### config.mk
export PLATFORM = sky130hd
export DESIGN_NAME = move_uart_tx
export DESIGN_NICKNAME = d
export VERILOG_FILES = /design/src/rtl/move_uart_tx.sv
export SDC_FILE = /design/constraint.sdc
export NUM_CORES = 1
export LEC_CHECK = 0
export CAP_MARGIN = 20
export CORE_ASPECT_RATIO = 1.25
export CORE_MARGIN = 1.5
export CORE_UTILIZATION = 30
export DETAILED_ROUTE_END_ITERATION = 6
export GPL_TIMING_DRIVEN = 0
export MAX_ROUTING_LAYER = met4
export PLACE_DENSITY = 0.53
export SYNTH_ARGS = -nofsm -noshare
export SYNTH_HDL_FRONTEND = slang
export SYNTH_SLANG_ARGS = --single-unit
### constraint.sdc
create_clock -name clk_in -period 2 [get_ports clk_in]
set_input_delay 0.2 -clock clk_in [delete_from_list [all_inputs] [get_ports clk_in]]
set_output_delay 0.2 -clock clk_in [all_outputs]
set_load 0.03 [all_outputs]
### src/rtl/move_uart_tx.sv
// Serial transmitter for one game move: sends HEADER, the move byte and, when
// MOVE_TX_CHECKSUM_EN is defined, a checksum byte (HEADER ^ move), each as UART 8N1.
module move_uart_tx #(
    parameter int          CLKS_PER_BIT = 868,
    parameter logic [7:0]  HEADER       = 8'hA5
) (
    input  logic       clk_in,
    input  logic       reset,
    input  logic       tx_ready,
    input  logic [7:0] move,
    output logic       uart_tx,
    output logic       busy,
    output logic       done,
    output logic       overrun
);

    localparam int CNT_W = (CLKS_PER_BIT > 2) ? $clog2(CLKS_PER_BIT) : 1;
    localparam logic [CNT_W-1:0] CNT_LAST = CNT_W'(CLKS_PER_BIT - 1);

`ifdef MOVE_TX_CHECKSUM_EN
    localparam logic [1:0] LAST_BYTE = 2'd2;
`else
    localparam logic [1:0] LAST_BYTE = 2'd1;
`endif

    localparam logic [1:0] ST_IDLE  = 2'd0;
    localparam logic [1:0] ST_START = 2'd1;
    localparam logic [1:0] ST_DATA  = 2'd2;
    localparam logic [1:0] ST_STOP  = 2'd3;

    logic [1:0]       r_state;
    logic [CNT_W-1:0] r_cnt;
    logic [2:0]       r_bit_idx;
    logic [1:0]       r_byte_idx;
    logic [7:0]       r_move;
    logic             r_tx;
    logic             r_done;
    logic             r_overrun;

    logic [1:0]       w_state_nx;
    logic [CNT_W-1:0] w_cnt_nx;
    logic [2:0]       w_bit_nx;
    logic [1:0]       w_byte_nx;
    logic [7:0]       w_move_nx;
    logic             w_tx_nx;
    logic             w_done_nx;
    logic             w_overrun_nx;
    logic             w_bit_end;
    logic             w_busy;
    logic [7:0]       w_byte;

    assign w_busy    = (r_state != ST_IDLE);
    assign w_bit_end = (r_cnt == CNT_LAST);

    // Byte currently on the wire, chosen by the byte index.
    always_comb begin
        w_byte = HEADER;
        case (r_byte_idx)
            2'd1:    w_byte = r_move;
`ifdef MOVE_TX_CHECKSUM_EN
            2'd2:    w_byte = HEADER ^ r_move;
`endif
            default: w_byte = HEADER;
        endcase
    end

    always_comb begin
        w_state_nx   = r_state;
        w_bit_nx     = r_bit_idx;
        w_byte_nx    = r_byte_idx;
        w_move_nx    = r_move;
        w_done_nx    = 1'b0;
        w_overrun_nx = tx_ready && w_busy;
        w_cnt_nx     = (w_bit_end || !w_busy) ? '0 : r_cnt + CNT_W'(1);

        case (r_state)
            ST_IDLE: begin
                if (tx_ready) begin
                    w_state_nx = ST_START;
                    w_move_nx  = move;
                    w_byte_nx  = 2'd0;
                    w_bit_nx   = 3'd0;
                end
            end
            ST_START: begin
                if (w_bit_end) begin
                    w_state_nx = ST_DATA;
                    w_bit_nx   = 3'd0;
                end
            end
            ST_DATA: begin
                if (w_bit_end) begin
                    if (r_bit_idx == 3'd7) begin
                        w_state_nx = ST_STOP;
                    end else begin
                        w_bit_nx = r_bit_idx + 3'd1;
                    end
                end
            end
            ST_STOP: begin
                if (w_bit_end) begin
                    if (r_byte_idx == LAST_BYTE) begin
                        w_state_nx = ST_IDLE;
                        w_done_nx  = 1'b1;
                    end else begin
                        w_state_nx = ST_START;
                        w_byte_nx  = r_byte_idx + 2'd1;
                    end
                end
            end
            default: w_state_nx = ST_IDLE;
        endcase

        // Line level is registered from the next state so it changes on the
        // same edge as the state, giving exact bit periods with no glitches.
        case (w_state_nx)
            ST_START: w_tx_nx = 1'b0;
            ST_DATA:  w_tx_nx = w_byte[w_bit_nx];
            default:  w_tx_nx = 1'b1;
        endcase
    end

    always_ff @(posedge clk_in) begin
        if (reset) begin
            r_state    <= ST_IDLE;
            r_cnt      <= '0;
            r_bit_idx  <= 3'd0;
            r_byte_idx <= 2'd0;
            r_move     <= 8'd0;
            r_tx       <= 1'b1;
            r_done     <= 1'b0;
            r_overrun  <= 1'b0;
        end else begin
            r_state    <= w_state_nx;
            r_cnt      <= w_cnt_nx;
            r_bit_idx  <= w_bit_nx;
            r_byte_idx <= w_byte_nx;
            r_move     <= w_move_nx;
            r_tx       <= w_tx_nx;
            r_done     <= w_done_nx;
            r_overrun  <= w_overrun_nx;
        end
    end

    assign uart_tx = r_tx;
    assign busy    = w_busy;
    assign done    = r_done;
    assign overrun = r_overrun;

endmodule

Word-level counts from Yosys, hierarchy flattened:

Index checks and enable logic that the tools add are counted.

* $add $sub $neg: 3
* magnitude comparators: 1
* eq/ne operators: 11
* multiplexer cells: 21
* bitwise logic cells: 2
* reduce and logical (&&, ||, !) cells: 10

Operator list (number)
* $mux W2: 8
* $mux W3: 4
* $add A10 B1 Y10 const B: 1
* $eq A10 B10 Y1 const B: 1
* $pmux W3 S3: 1
* $mux W8: 1
* $pmux W2 S4: 1
* $eq A2 B1 Y1 const B: 3
* $eq A2 B2 Y1 const B: 3
* $ne A2 B2 Y1 const B: 3
* $lt A3 B4 Y1 const B: 1
* $pmux W2 S2: 1
* $reduce_and A4 Y1: 1
* $reduce_bool A2 Y1: 2
* $add A3 B1 Y3 const B: 1
* $bmux W1 S3: 1
* $eq A3 B3 Y1 const B: 1
* $mux W1: 3
* $reduce_or A3 Y1: 1
* $add A2 B1 Y2 const B: 1
* $logic_not A2 Y1: 1
* $not A1 Y1: 2
* $pmux W1 S2: 1
* $reduce_and A2 Y1: 1
* 4 further kinds: 4

* flip-flop bits (word level): 28
* input port bits: 11
* output and inout bits: 4
* logic and storage cells: 56

Logic depth before layout (Yosys ltp):

Gate-level depths: netlist (run 1).

* depth in word-level cells: 7
* depth in mapped cells: 8

Worst setup path after synthesis (run 1):

No wires, ideal clock.

* kind: register to register
* start: register r_cnt[0]
* end: register r_tx, in the netlist uart_tx
* library setup time: 127 ps
* arrival time: 2045 ps
* required time: 1873 ps
* setup slack: -171 ps
* cell stages (with the launch flop): 9
* path buffers: 0
* period minus slack after synthesis: 2171 ps
* cells stage by stage: dfxtp_1 -> ha_1 -> and2_2 -> a31oi_4 -> o31ai_4 -> mux2_2 -> a2111oi_2 -> a211o_1 -> o22ai_1

* cells in the longest elaborated chain, start to end: 6

Ends and longest elaborated chain
* start, declared: line 32 `logic [CNT_W-1:0] r_cnt;`
* start signal, assigned: line 135 `r_cnt <= w_cnt_nx;`
* $eq A10 B10 Y1 (*): line 53 `assign w_bit_end = (r_cnt == CNT_LAST);`
* $mux W3, on equally long branches: line 92, 86
* $pmux W3 S3: line 76 `case (r_state)`
* $bmux W1 S3: line 118 `ST_DATA: w_tx_nx = w_byte[w_bit_nx];`
* $mux W1 (implied by the code): line 118
* $pmux W1 S2 (*): line 116 `case (w_state_nx)`
* end signal, assigned: line 139 `r_tx <= w_tx_nx;`
* end, declared: line 36 `logic r_tx;`

Mark *: on every way between the ends. The rest lies on a longest branch, timed or not. The select of a mux whose other input is x is not followed.
A chain may end at the register's enable or synchronous reset.

Final worst setup path (run 1):

* start: register r_cnt[2]
* end: register r_tx, in the netlist uart_tx

The elaborated chain is that of the path after synthesis.

==> run metrics, run 1 <==
Fin. Hold Viols 0; crit end category flop; ys flop type dfxtp_1; number of synthesized flops with an enable pin 0; Slew Limit Fails 0; Slew HR 65.1%; H-tree level count 1; CTS tree done; number of antenna diodes 0; final wirelength 3.59 mm; Mapped Area 1550 µm²; nets@finish 216; GP Congestion 0.814; sequential area share after synthesis 36.1%; Yosys cell types 46; WP data required 2.17 ns; minimum clock period 2.06 ns; final sum of negative setup slack -0.0579 ns; Reg clk slew, reported paths 0.11 ns; Crit Path Max Fanout 4; RSZ-0062 raised after global routing true; Core Rows 29; Crit Path Category flop to flop; Remaining DRCs 0; Power Dens Cells 520 nW/µm²; Iter 0 DRT Violations 30; CTS buffer count 3; port bufs 14; VDD IR max 0.000213 V; failing checks setup timing; layout cells sized above 1 26.9%; Yosys reg bits 28; commonest non-fill, non-tap cell in the layout nand2_1; Reg area 583 µm²; area of the multi-input gates 1040 µm²; Final Non-Filler Cells 263; largest net degree at the start of global routing 16; post-synthesis async set-or-reset flop share 0%; area grow syn2layout 32.0%; Antenna Nets Post-Route 0; # placed instances 250; period utilization 103%; GR Overflow Total 0; I/O Pins 15; number of fill cells in the layout 519; Clock Skew 0.0129 ns; Die ar. 5610 µm²; Synth Net Count 188; slowest CP cell and4bb_4; initial antenna violation count 0; Syn Inst Count 174; die height 83.4 µm; post-place setup slack -0.251 ns; slew at the pin closest to its max-slew limit 0.523 ns; HPWL after detailed placement 2.45 mm; Initial DRT Pass Iterations 3; Bufs on Longest Clock Path 2; LEAKAGE 0.724 nW; most frequent cells in the layout nand2_1 (27), nor2_1 (26), dfxtp_1 (20), clkdlybuf4s50_1 (13), a21oi_1 (10); critical path startpoint category flop; number of vias per cell 4.95; total core area 5040 µm²; Warnings, synthesis 0; Die X 67.3 µm; Arr. time, crit path 2.23 ns; global-route wire length before repair 6.00 mm; power consumption 1.07 mW; routed length per instance 13.6 µm; FMAX 486 MHz; Final setup viols 1; Hold Path Class input pin to flop; number of global-route vias before repair 1268; Worst-Skew Late Latency 0.29 ns; total track usage 14.2%; Setup WS post-layout -0.0579 ns; Critical Path Max Stage Delay 0.39 ns; clk sinks 28; clk root buf clkbuf_8; max-cap violation count 0; status finished with violations; worst path cell trace and4bb_4 -> a31oi_4 -> o31ai_4 -> mux2_4 -> a2111oi_4 -> a211o_1 -> o22ai_2; syn_area_per_cell 8.92 µm²; via count 1302; starting density of the core 30.8%
[area by class of cell]
| class | instances | area share (%) |
|---|---|---|
| multi-input combinational | 135 | 50.6 |
| clock buffer | 4 | 2.69 |
| tap | 62 | 3.79 |
| timing repair buffer | 23 | 10.4 |
| buffer | 6 | 3.05 |
| inverter | 5 | 0.916 |
| sequential | 28 | 28.5 |
[flip-flops by register name, indices dropped and copies added, names as in the netlist]
signal / count
overrun: 1
uart_tx: 1
r_byte_idx: 2
done: 1
r_cnt: 10
r_state: 2
r_bit_idx: 3
r_move: 8
[path summary, 6_finish.rpt]
check	cells after the start	slack, ns	end	from
max	7	-0.06	uart_tx$_SDFF_PP1_	r_cnt[2]$_SDFF_PP0_
min	3	0.44	r_move[2]$_SDFFE_PP0P_	move[2]
max reg2reg	7	-0.06	uart_tx$_SDFF_PP1_	r_cnt[2]$_SDFF_PP0_
min reg2reg	2	0.46	r_move[1]$_SDFFE_PP0P_	r_move[1]$_SDFFE_PP0P_
[per-stage QoR]
stage	hold WS, ns	cell area (µm²)	utilization [%]
floorplan	0.322	1590	-
global placement	0.439	1810	35.8
detailed placement	0.445	1810	35.8
CTS	0.446	2010	39.8
global route	0.462	2050	40.6
finish	0.443	2050	40.6
[critical path: cells and delay by family (launching register included)]
kind             cells  cell delay (ns)
AND/OR/NAND/NOR      1             0.39
flip-flops           1             0.36
AO/OA/AOI/OAI        5             0.84
multiplexers         1             0.34
[power by group]
part / switching [mW] / leakage, nW / internal (mW)
combinational: 0.0669 / 0.462 / 0.0550
clock: 0.191 / 0.0288 / 0.177
sequential: 0.00952 / 0.233 / 0.567
total: 0.267 / 0.724 / 0.799
[layer usage]
metal  up-vias  share of wire [%]  GRT usage (%)  wire length (µm)
met5         -                  0              -                 0
met4         0                1.5           3.90                53
met3         5                1.8           2.44                65
met2        13                 52           23.5              1850
met1       617                 45           17.4              1620
li1        667                  -              -                 -
[cells in the mapped netlist (all sizes together) (3+ instances only)]
| cell | number | area [µm²] |
|---|---|---|
| a21oi | 10 | 50.1 |
| o22ai | 3 | 18.8 |
| dfxtp | 28 | 561 |
| xor2 | 6 | 52.6 |
| and2 | 4 | 26.3 |
| and3 | 4 | 27.5 |
| o21ai | 3 | 15.0 |
| nor2 | 26 | 97.6 |
| inv | 5 | 18.8 |
| nand3 | 7 | 52.6 |
| clkbuf | 6 | 62.6 |
| o211ai | 3 | 22.5 |
| mux2i | 3 | 30.0 |
| ha | 3 | 37.5 |
| mux2 | 3 | 33.8 |
| xnor2 | 3 | 26.3 |
| nor3b | 3 | 33.8 |
| nand2 | 28 | 105 |
| nor3 | 3 | 26.3 |
[cells by family (layout without fill, tap and decap cells)]
family                     Yosys count  after routing  synth area share (%)
buffers and inverters               11             38                  5.24
xor gates and xnor gates             9              9                  5.08
adders and majority gates            3              3                  2.42
DFF                                 28             28                  36.1
muxes                                6              6                  4.11
AOI/OAI and AO/OA                   32             32                  17.5
and+or+nand+nor                     85             85                  29.5
[repair_timing]
item                       4_1_cts  5_1_grt
hold buffers                     0        0
resized for setup               17        8
setup endpoints to repair        1        2
pin swaps                       13        5
setup buffers                    9        0
(Power assumes the default switching activity.)
==> run 2: changes to the inputs <==
- CAP_MARGIN: 20 -> 30
==> results of run 2 <==
The final DEF is identical to that of run 1; final timing and power are the same.
==> run 3: changes to the inputs <==
- CTS_CLUSTER_DIAMETER: unset -> 100
- PLACE_DENSITY: 0.53 -> 0.51
- clock period: 2 -> 2.5 ns (I/O delays scaled with it)
==> run 3 against run 2 <==
Against the previous run:
- the run now ends clean
- cell area fell by 9.5%
- critical path depth rose by 1
- sequential power fell by 19%
- register-to-register slack improved by 0.27 ns
- maximum frequency fell by 10%
- hold slack improved by 0.010 ns
- combinational power fell by 26%
- clock skew fell by 0.0023 ns
- power fell by 13%
- die area did not move
- flip-flop and latch count did not move
- critical path type unchanged
- critical endpoint unchanged
==> run metrics, run 3 (synthesis results as in run 1) <==
area grow syn2layout 19.5%; hold depth 2 (-1); Die X 67.3 µm (unchanged); Crit Path Max Fanout 6 (+2); most frequent cells in the layout nand2_1 (28), dfxtp_1 (27), nor2_1 (26), clkdlybuf4s50_1 (14), a21oi_1 (10); Bufs on Longest Clock Path 2 (unchanged); Die ar. 5610 µm² (unchanged); Clock Skew 0.0106 ns (-0.00232 ns); largest net degree at the start of global routing 17 (+1); post-CTS sizing 0 (-17); period utilization 91.5% (-11 points); number of antenna diodes 0 (unchanged); layout cells sized above 1 15.1% (-12 points); status finished, final reports clean; initial antenna violation count 0 (unchanged); Core Rows 29 (unchanged); Slew Limit Fails 0 (unchanged); worst path cell trace ha_4 -> and2_2 -> a31oi_4 -> o31ai_4 -> mux2_2 -> a2111oi_2 -> a211o_1 -> o22ai_1; commonest non-fill, non-tap cell in the layout nand2_1; Slew HR 68.1% (+3.0 points); Arr. time, crit path 2.44 ns (+0.21 ns); WP data required 2.66 ns (+0.49 ns); Crit Path Category flop to flop; Post CTS Setup Buffer Count 0 (-9); H-tree level count 1 (unchanged); CTS hold repair buffers 0 (unchanged); Reg area 562 µm² (-3.6%); minimum clock period 2.29 ns (+0.230 ns); max reg flops 10 (unchanged); LEAKAGE 0.636 nW (-12%); area of the multi-input gates 922 µm² (-11%); number of global-route vias before repair 1169 (-7.8%); CTS tree done; clk root buf clkbuf_8; RSZ-0062 raised after global routing false; number of vias per cell 4.83 (-2.4%); max-cap violation count 0 (unchanged); R2R Path Start r_cnt[1]$_SDFF_PP0_; worst hold path endpoint r_move[1]$_SDFFE_PP0P_; VDD IR max 0.000207 V (-2.8%); biggest regs r_cnt x10, r_move x8, r_bit_idx x3; final wirelength 3.22 mm (-10%); nets@finish 207 (-4.2%); Final setup viols 0 (-1); final sum of negative setup slack 0 ns (+0.0579 ns); Power Dens Cells 498 nW/µm² (-4.3%); HPWL after detailed placement 2.43 mm (-0.99%); die height 83.4 µm (unchanged); GP Congestion 0.824 (+1.1%); number of fill cells in the layout 544 (+4.8%); Reg clk slew, reported paths 0.11 ns (about the same); port bufs 14 (unchanged); power consumption 0.923 mW (-13%); slowest CP cell dfxtp_1; total core area 5040 µm² (unchanged); via count 1227 (-5.8%); Remaining DRCs 0 (unchanged); Critical Path Max Stage Delay 0.42 ns (+0.03 ns); slew at the pin closest to its max-slew limit 0.478 ns (-0.0452 ns); Hold Path Class flop to flop; global-route wire length before repair 5.48 mm (-8.7%); CTS buffer count 3 (unchanged); clk sinks 28 (unchanged); starting density of the core 30.8% (unchanged); worst r2r dst uart_tx$_SDFF_PP1_; routed length per instance 12.7 µm (-7.1%); Worst-Skew Late Latency 0.29 ns (about the same); I/O Pins 15 (unchanged); critical path startpoint category flop; GR Overflow Total 0 (unchanged); Initial DRT Pass Iterations 4 (+1); Iter 0 DRT Violations 26 (-13%); FMAX 437 MHz (-10%); total track usage 12.9% (-1.3 points); reg2reg setup slack 0.21 ns (+0.27 ns); Antenna Nets Post-Route 0 (unchanged); Fin. Hold Viols 0 (unchanged); crit end category flop; min-delay src r_move[1]$_SDFFE_PP0P_; largest reg by FF count r_cnt; r2r worst-path depth 8 (+1)
-- run 3: cell types whose count changed in the layout (fill, tap and decap cells not counted), moves of 2 or more --
cell,before,now
o41ai_2,0,2
o22ai_2,2,0
buf_4,8,0
dfxtp_1,20,27
dfxtp_2,3,1
o22ai_1,1,3
dfxtp_4,5,0
o41ai_4,2,0
-- run 3: critical path: cells and delay by family (launching register included) --
| family | cells | cell delay (ns) |
|---|---|---|
| muxes | 1 | 0.38 |
| AOI/OAI and AO/OA | 5 | 0.94 |
| adders and majority gates | 1 | 0.20 |
| and+or+nand+nor | 1 | 0.23 |
| DFF | 1 | 0.42 |
-- run 3: final cells by class --
class | instances | share of cell area [%]
Clock inverter | 1 | 1.62
Timing Repair Buffer | 14 | 7.56
Inverter | 5 | 1.01
Clock buffer | 3 | 2.23
Sequential cell | 28 | 30.3
Buffer | 6 | 3.37
Multi-Input combinational cell | 135 | 49.7
Tap cell | 62 | 4.18
-- run 3: layer usage --
layer / vias to the layer above / global-route usage, % / wire length, µm
met4: 0 / 3.90 / 42
met5: - / - / 0
met2: 12 / 21.5 / 1630
li1: 646 / - / -
met3: 4 / 2.03 / 56
met1: 565 / 15.7 / 1490
-- run 3: where the power goes --
group | switching [mW] | internal [mW] | total (mW)
clock | 0.152 | 0.215 | 0.367
sequential | 0.00760 | 0.458 | 0.466
combinational | 0.0495 | 0.0412 | 0.0907
total | 0.209 | 0.714 | 0.923
-- run 3: through the flow --
stage	worst slack (ns)	util, %	cells	hold slack [ns]	instance area [µm²]
floorplan	0.329	-	174	0.372	1550
global placement	0.0358	35.1	250	0.440	1770
detailed placement	0.0504	35.1	250	0.443	1770
CTS	0.0105	36.5	254	0.457	1840
global route	0.0420	36.8	254	0.470	1850
finish	0.213	36.8	254	0.454	1850
-- run 3: worst max-delay path by stage --
stage                   startpoint  slack, ns  depth (start not counted)                 end
3_5_place_dp   r_cnt[0]$_SDFF_PP0_       0.05                          8  uart_tx$_SDFF_PP1_
3_3_place_gp   r_cnt[0]$_SDFF_PP0_       0.04                          8  uart_tx$_SDFF_PP1_
4_1_cts        r_cnt[0]$_SDFF_PP0_       0.01                          8  uart_tx$_SDFF_PP1_
5_1_grt        r_cnt[6]$_SDFF_PP0_       0.04                          7  uart_tx$_SDFF_PP1_
2_1_floorplan  r_cnt[0]$_SDFF_PP0_       0.33                          8  uart_tx$_SDFF_PP1_
6_report       r_cnt[1]$_SDFF_PP0_       0.21                          8  uart_tx$_SDFF_PP1_
==> variant 1, RTL diff (flow settings as in run 2) <==
Make the reset (`reset`) asynchronous in one clocked block.
--- a/src/rtl/move_uart_tx.sv
+++ b/src/rtl/move_uart_tx.sv
@@ -122,3 +122,3 @@
 
-    always_ff @(posedge clk_in) begin
+    always_ff @(posedge clk_in or posedge reset) begin
         if (reset) begin
Check against the original RTL: differs if reset is asserted again (counterexample within 4 cycles, from zero or initial values and one cycle with reset high); with reset held inactive, the same outputs for 10 cycles.
==> variant 1 against run 2 <==
The run still ends with negative setup slack left; synthesized cell count shrank 21%; global-route usage shrank 2.3 points; clock skew shrank 0.0012 ns; die area shrank 7.7%; cell count shrank 17%; worst setup slack lost 0.11 ns; hold slack lost 0.25 ns; routed wire length shrank 25%; non-clock buffer count shrank 6; via count shrank 19%; synthesized area shrank 8.1%; sequential cell count is the same; cell area shrank 14%; critical endpoint is now uart_tx$_DFF_PP1_.
Power is not compared: it rests on default switching activity, and its combinational part moved more than twofold at a synthesized area within 25%.
==> variant 1: results (changes against run 2) <==
Parameter                              Value

Worst setup path
  Slowest cell on the critical path ... dfrtp_1
  Crit path DAT ... 2.36 ns (+0.13 ns)
  CP delay by family, top ... simple AND/OR/NAND/NOR gates
  Capturing point of the worst reg2reg path ... uart_tx$_DFF_PP1_
  Source of the worst register-to-register timing path ... r_cnt[1]$_DFF_PP0_
  Slowest cell delay on critical path ... 0.37 ns (-0.02 ns)
  Number of cell instances on the worst register-to-register path ... 9 (+2)
  Maximum net fanout on the critical path ... 7 (+3)

Placement
  Final weighted congestion in routability-driven placement ... 0.8047 (-1.2%)
  Number of port buffers ... 14 (unchanged)
  Cell Count Post-Placement ... 210 (-16%)
  Area post-placement ... 1680 um^2 (-6.9%)
  Detailed placer's ending HPWL ... 1963 um (-20%)
  Minimum setup slack after placement ... -0.2387 ns (+0.01183 ns)

STA
  Worst-case headroom to the max-slew limit ... 67.62% (+2.5 points)
  Skew final ... 0.01175 ns (-0.001162 ns)
  PnR worst setup slack ... -0.1631 ns (-0.1053 ns)
  Hold Worst Slack ... 0.1920 ns (-0.2513 ns)
  Setup-violating endpoint count in the final report ... 1 (unchanged)
  Setup TNS ... -0.1631 ns (-0.1053 ns)

Global route
  GR Util All Layers ... 11.85% (-2.3 points)
  Largest net degree at the start of global routing ... 22 (+6)
  Wire length of the first global-routing pass ... 4719 um (-21%)

Pwr
  Leakage power ... 0.7422 nW
  Total sequential power ... 790 uW
  Internal portion of total power ... 1.050 mW

Synthesis
  Most used standard cells in the synthesized netlist ... dfrtp_1, nor2_1, nand2_1
  Yosys cell types ... 41 (-11%)
  Synthesized netlist net count ... 151 (-20%)
  Share of synthesized flip-flops with an asynchronous set or reset ... 100.0% (+100 points)
  Post-Syn Area per Cell ... 10.41 um^2 (+17%)
  Predominant post-synthesis flop cell ... dfrtp_1
  Part of the Yosys area used for sequential elements ... 49.21% (+13 points)
  Top cells by area, synth ... dfrtp_1, mux2_2, nor2_1

Detailed routing
  Average detailed-routed wire length per instance ... 12.39 um (-9.1%)
  Via count ... 1053 (-19%)
  Pre-antenna DRT Iters ... 4 (+1)
  Vias/cell ... 4.853 (-2.0%)
  Starting DRT DRC Count ... 35 (+17%)

Layout
  Area Overhead vs Synth ... 24.21%
  Number of fill cells ... 444 (-14%)
  Ratio of cells with drive above 1 in the final layout ... 20.75% (-6.1 points)
  Layout Nets ... 174 (-19%)

Outcome
  Status ... complete, but fails checks
  Violated checks ... negative setup slack

Clock network
  Later-pin clock latency in the skew report ... 0.27 ns (-0.02 ns)
  Clock-pin slew reported for the worst setup and hold paths after clock tree synthesis ... 0.10 ns
  Max clock buf depth ... 2 (unchanged)
  Post-CTS setup-driven buffer insertion count ... 4 (-5)
  CTS resizes ... 1 (-16)
  H-Tree Level Count ... 1 (unchanged)

Hold path
  Hold WC Path Type ... input port to asynchronous set/reset pin
==> variant 1: cell count changes after synthesis, moves of 4 or more <==
cell / change
a21oi_1: -10
a31oi_1: +4
clkbuf_8: -4
dfrtp_1: +27
dfxtp_1: -28
mux2_2: +6
nand2_1: -17
nor2_1: -7
==> variant 1: cell families after synthesis <==
family                   count (synthesis)  synth area share [%]
AND/OR/NAND/NOR                         55                 19.91
adder cells (fa/ha/maj)                  3                 2.632
flip-flops                              28                 49.21
multiplexers                            12                 9.123
AO/OA/AOI/OAI                           18                 9.122
XOR/XNOR                                 9                 5.526
buffers and inverters                   12                 4.474
==> variant 1: worst max-delay path by stage <==
| stage | start | to | cells after the start |
|---|---|---|---|
| after floorplan | r_cnt[0]$_DFF_PP0_ | uart_tx$_DFF_PP1_ | 9 |
| after global placement | r_cnt[0]$_DFF_PP0_ | uart_tx$_DFF_PP1_ | 9 |
| after detailed placement | r_cnt[0]$_DFF_PP0_ | uart_tx$_DFF_PP1_ | 9 |
| after CTS | r_cnt[0]$_DFF_PP0_ | uart_tx$_DFF_PP1_ | 9 |
| after global routing | r_cnt[1]$_DFF_PP0_ | uart_tx$_DFF_PP1_ | 9 |
| final | r_cnt[1]$_DFF_PP0_ | uart_tx$_DFF_PP1_ | 9 |
==> variant 1: metal layers <==
layer | GRT usage [%] | share of wire, % | vias up
met1 | 14.43 | 46 | 514
met2 | 20.63 | 51 | 18
met4 | 3.191 | 0.71 | 0
met3 | 1.681 | 2.7 | 2
met5 | - | 0 | -
li1 | - | - | 519
==> variant 1: cell type report <==
cell class / count / share of cell area, %
tap: 58 / 4.096
buffer: 3 / 1.554
inverter: 7 / 1.624
sequential: 28 / 39.69
timing repair buffer: 20 / 11.58
multi-input combinational: 97 / 38.91
clock buffer: 4 / 2.542
==> variant 2, RTL diff (settings of run 2) <==
Made on the original files. Set the parameter `CLKS_PER_BIT` to 434 (it was 868).
--- a/src/rtl/move_uart_tx.sv
+++ b/src/rtl/move_uart_tx.sv
@@ -3,3 +3,3 @@
 module move_uart_tx #(
-    parameter int          CLKS_PER_BIT = 868,
+    parameter int          CLKS_PER_BIT = 434,
     parameter logic [7:0]  HEADER       = 8'hA5
Behaviour: no difference found for any inputs over 10 cycles, from zero or initial values and one cycle with reset high; that may be too few to reach the edited logic, so the function may still have changed.
==> variant 2 against run 2 <==
The flow still finishes with violations (negative setup slack); routed wire length fell by 15%; power shrank 9.3%; sequential cell count down 1; synthesized area is 13% lower; worst setup slack better by 0.041 ns; maximum frequency grew 2.0%; cell area fell by 15%; highest routed layer unchanged.
==> variant 2: results (changes against run 2) <==
Parameter                              Value

Outcome
  Violated checks ... negative setup slack
  Status ... complete, but fails checks

Layout
  Diodes inserted ... 0 (unchanged)
  Layout Nets ... 202 (-6.5%)
  Ratio of cells with drive above 1 in the final layout ... 17.20% (-9.7 points)
  Top Registers ... r_cnt (9), r_move (8), r_bit_idx (3)

Global route
  GR Util All Layers ... 13.17% (-1.0 points)
  Via count of the first global-routing pass ... 1158 (-8.7%)

Pwr
  Leakage power ... 0.6277 nW (-13%)
  Total power divided by cell area ... 556.4 nW/um^2 (+6.9%)
  Total net switching power ... 232.9 uW (-13%)
  Worst ir drop on vdd ... 0.0002647 V (+24%)
  Power of the combinational group ... 100 uW (-18%)

Placement
  Number of port buffers ... 13 (-1)
  Area post-placement ... 1546 um^2 (-14%)
  Final weighted congestion in routability-driven placement ... 0.8441 (+3.7%)
  Detailed placer's ending HPWL ... 2146 um (-12%)

STA
  Setup-violating endpoint count in the final report ... 1 (unchanged)
  Skew final ... 0.007006 ns (-0.005903 ns)
  Worst-case headroom to the max-slew limit ... 71.89% (+6.8 points)
  PnR worst setup slack ... -0.01723 ns (+0.04064 ns)

Detailed routing
  Pre-antenna DRT Iters ... 6 (+3)
  Via count ... 1197 (-8.1%)
  Post-detailed-routing wire length ... 3033 um (-15%)
  Starting DRT DRC Count ... 45 (+50%)

Worst setup path
  Slowest cell on the critical path ... dfxtp_2
  Slowest cell delay on critical path ... 0.36 ns (-0.03 ns)
  Number of cell instances on the worst register-to-register path ... 8 (+1)

Synthesis
  Top cells by area, synth ... dfxtp_1, nand2_1, nor2_1
  Most used standard cells in the synthesized netlist ... nand2_1, dfxtp_1, nor2_1
  Synthesized netlist net count ... 176 (-6.4%)
  Yosys cell types ... 42 (-8.7%)
  Part of the Yosys area used for sequential elements ... 40.22% (+4.1 points)

Clock network
  Later-pin clock latency in the skew report ... 0.27 ns (-0.02 ns)
  Clock-pin slew reported for the worst setup and hold paths after clock tree synthesis ... 0.09 ns (-0.02 ns)

Hold path
  Number of cells on the worst hold path ... 2 (-1)
## variant 2: path summary, 6_finish.rpt
check | start | to | slack [ns]
worst max-delay path | r_cnt[0]$_SDFF_PP0_ | uart_tx$_SDFF_PP1_ | -0.02
worst max register to register | r_cnt[0]$_SDFF_PP0_ | uart_tx$_SDFF_PP1_ | -0.02
worst min register to register | r_cnt[0]$_SDFF_PP0_ | r_cnt[0]$_SDFF_PP0_ | 0.44
worst min-delay path | reset | r_bit_idx[2]$_SDFF_PP0_ | 0.31
## variant 2: per-stage QoR
stage	setup WS, ns	setup TNS [ns]	util [%]	cells
after floorplan	0.006789	0	-	161
after global placement	-0.2202	-0.2202	35.49	232
after detailed placement	-0.2538	-0.2598	35.49	232
after CTS	-0.04031	-0.04031	38.13	239
after global routing	-0.07887	-0.07887	39.85	244
final	-0.01723	-0.01723	39.85	244
## variant 2: repair_timing
action	in CTS	in global routing
resized for setup	11	10
buffers inserted	3	6
endpoints found under the setup margin	3	3
pin swaps	2	6
## variant 2: cell families after synthesis
kind of cell	synth area share, %
flip-flops	40.22
AO/OA/AOI/OAI	16.76
adder cells (fa/ha/maj)	3.725
AND/OR/NAND/NOR	28.49
multiplexers	2.607
XOR/XNOR	4.562
buffers and inverters	3.632
## variant 2: layout make-up
class / count / area (um^2)
buffer: 6 / 35.03
clock buffer: 3 / 41.29
clock inverter: 1 / 5.005
fill: 445 / 2621
inverter: 5 / 18.77
multi-input combinational: 122 / 807.0
sequential: 27 / 548.0
tap: 58 / 72.57
timing repair buffer: 22 / 209.0
## variant 2: metal layers
layer	wire (um)	track usage, %	up-vias
met1	1324	14.96	563
met2	1605	23.40	18
met4	24	4.000	0
met3	79	2.319	2
met5	0	-	-
li1	-	-	614
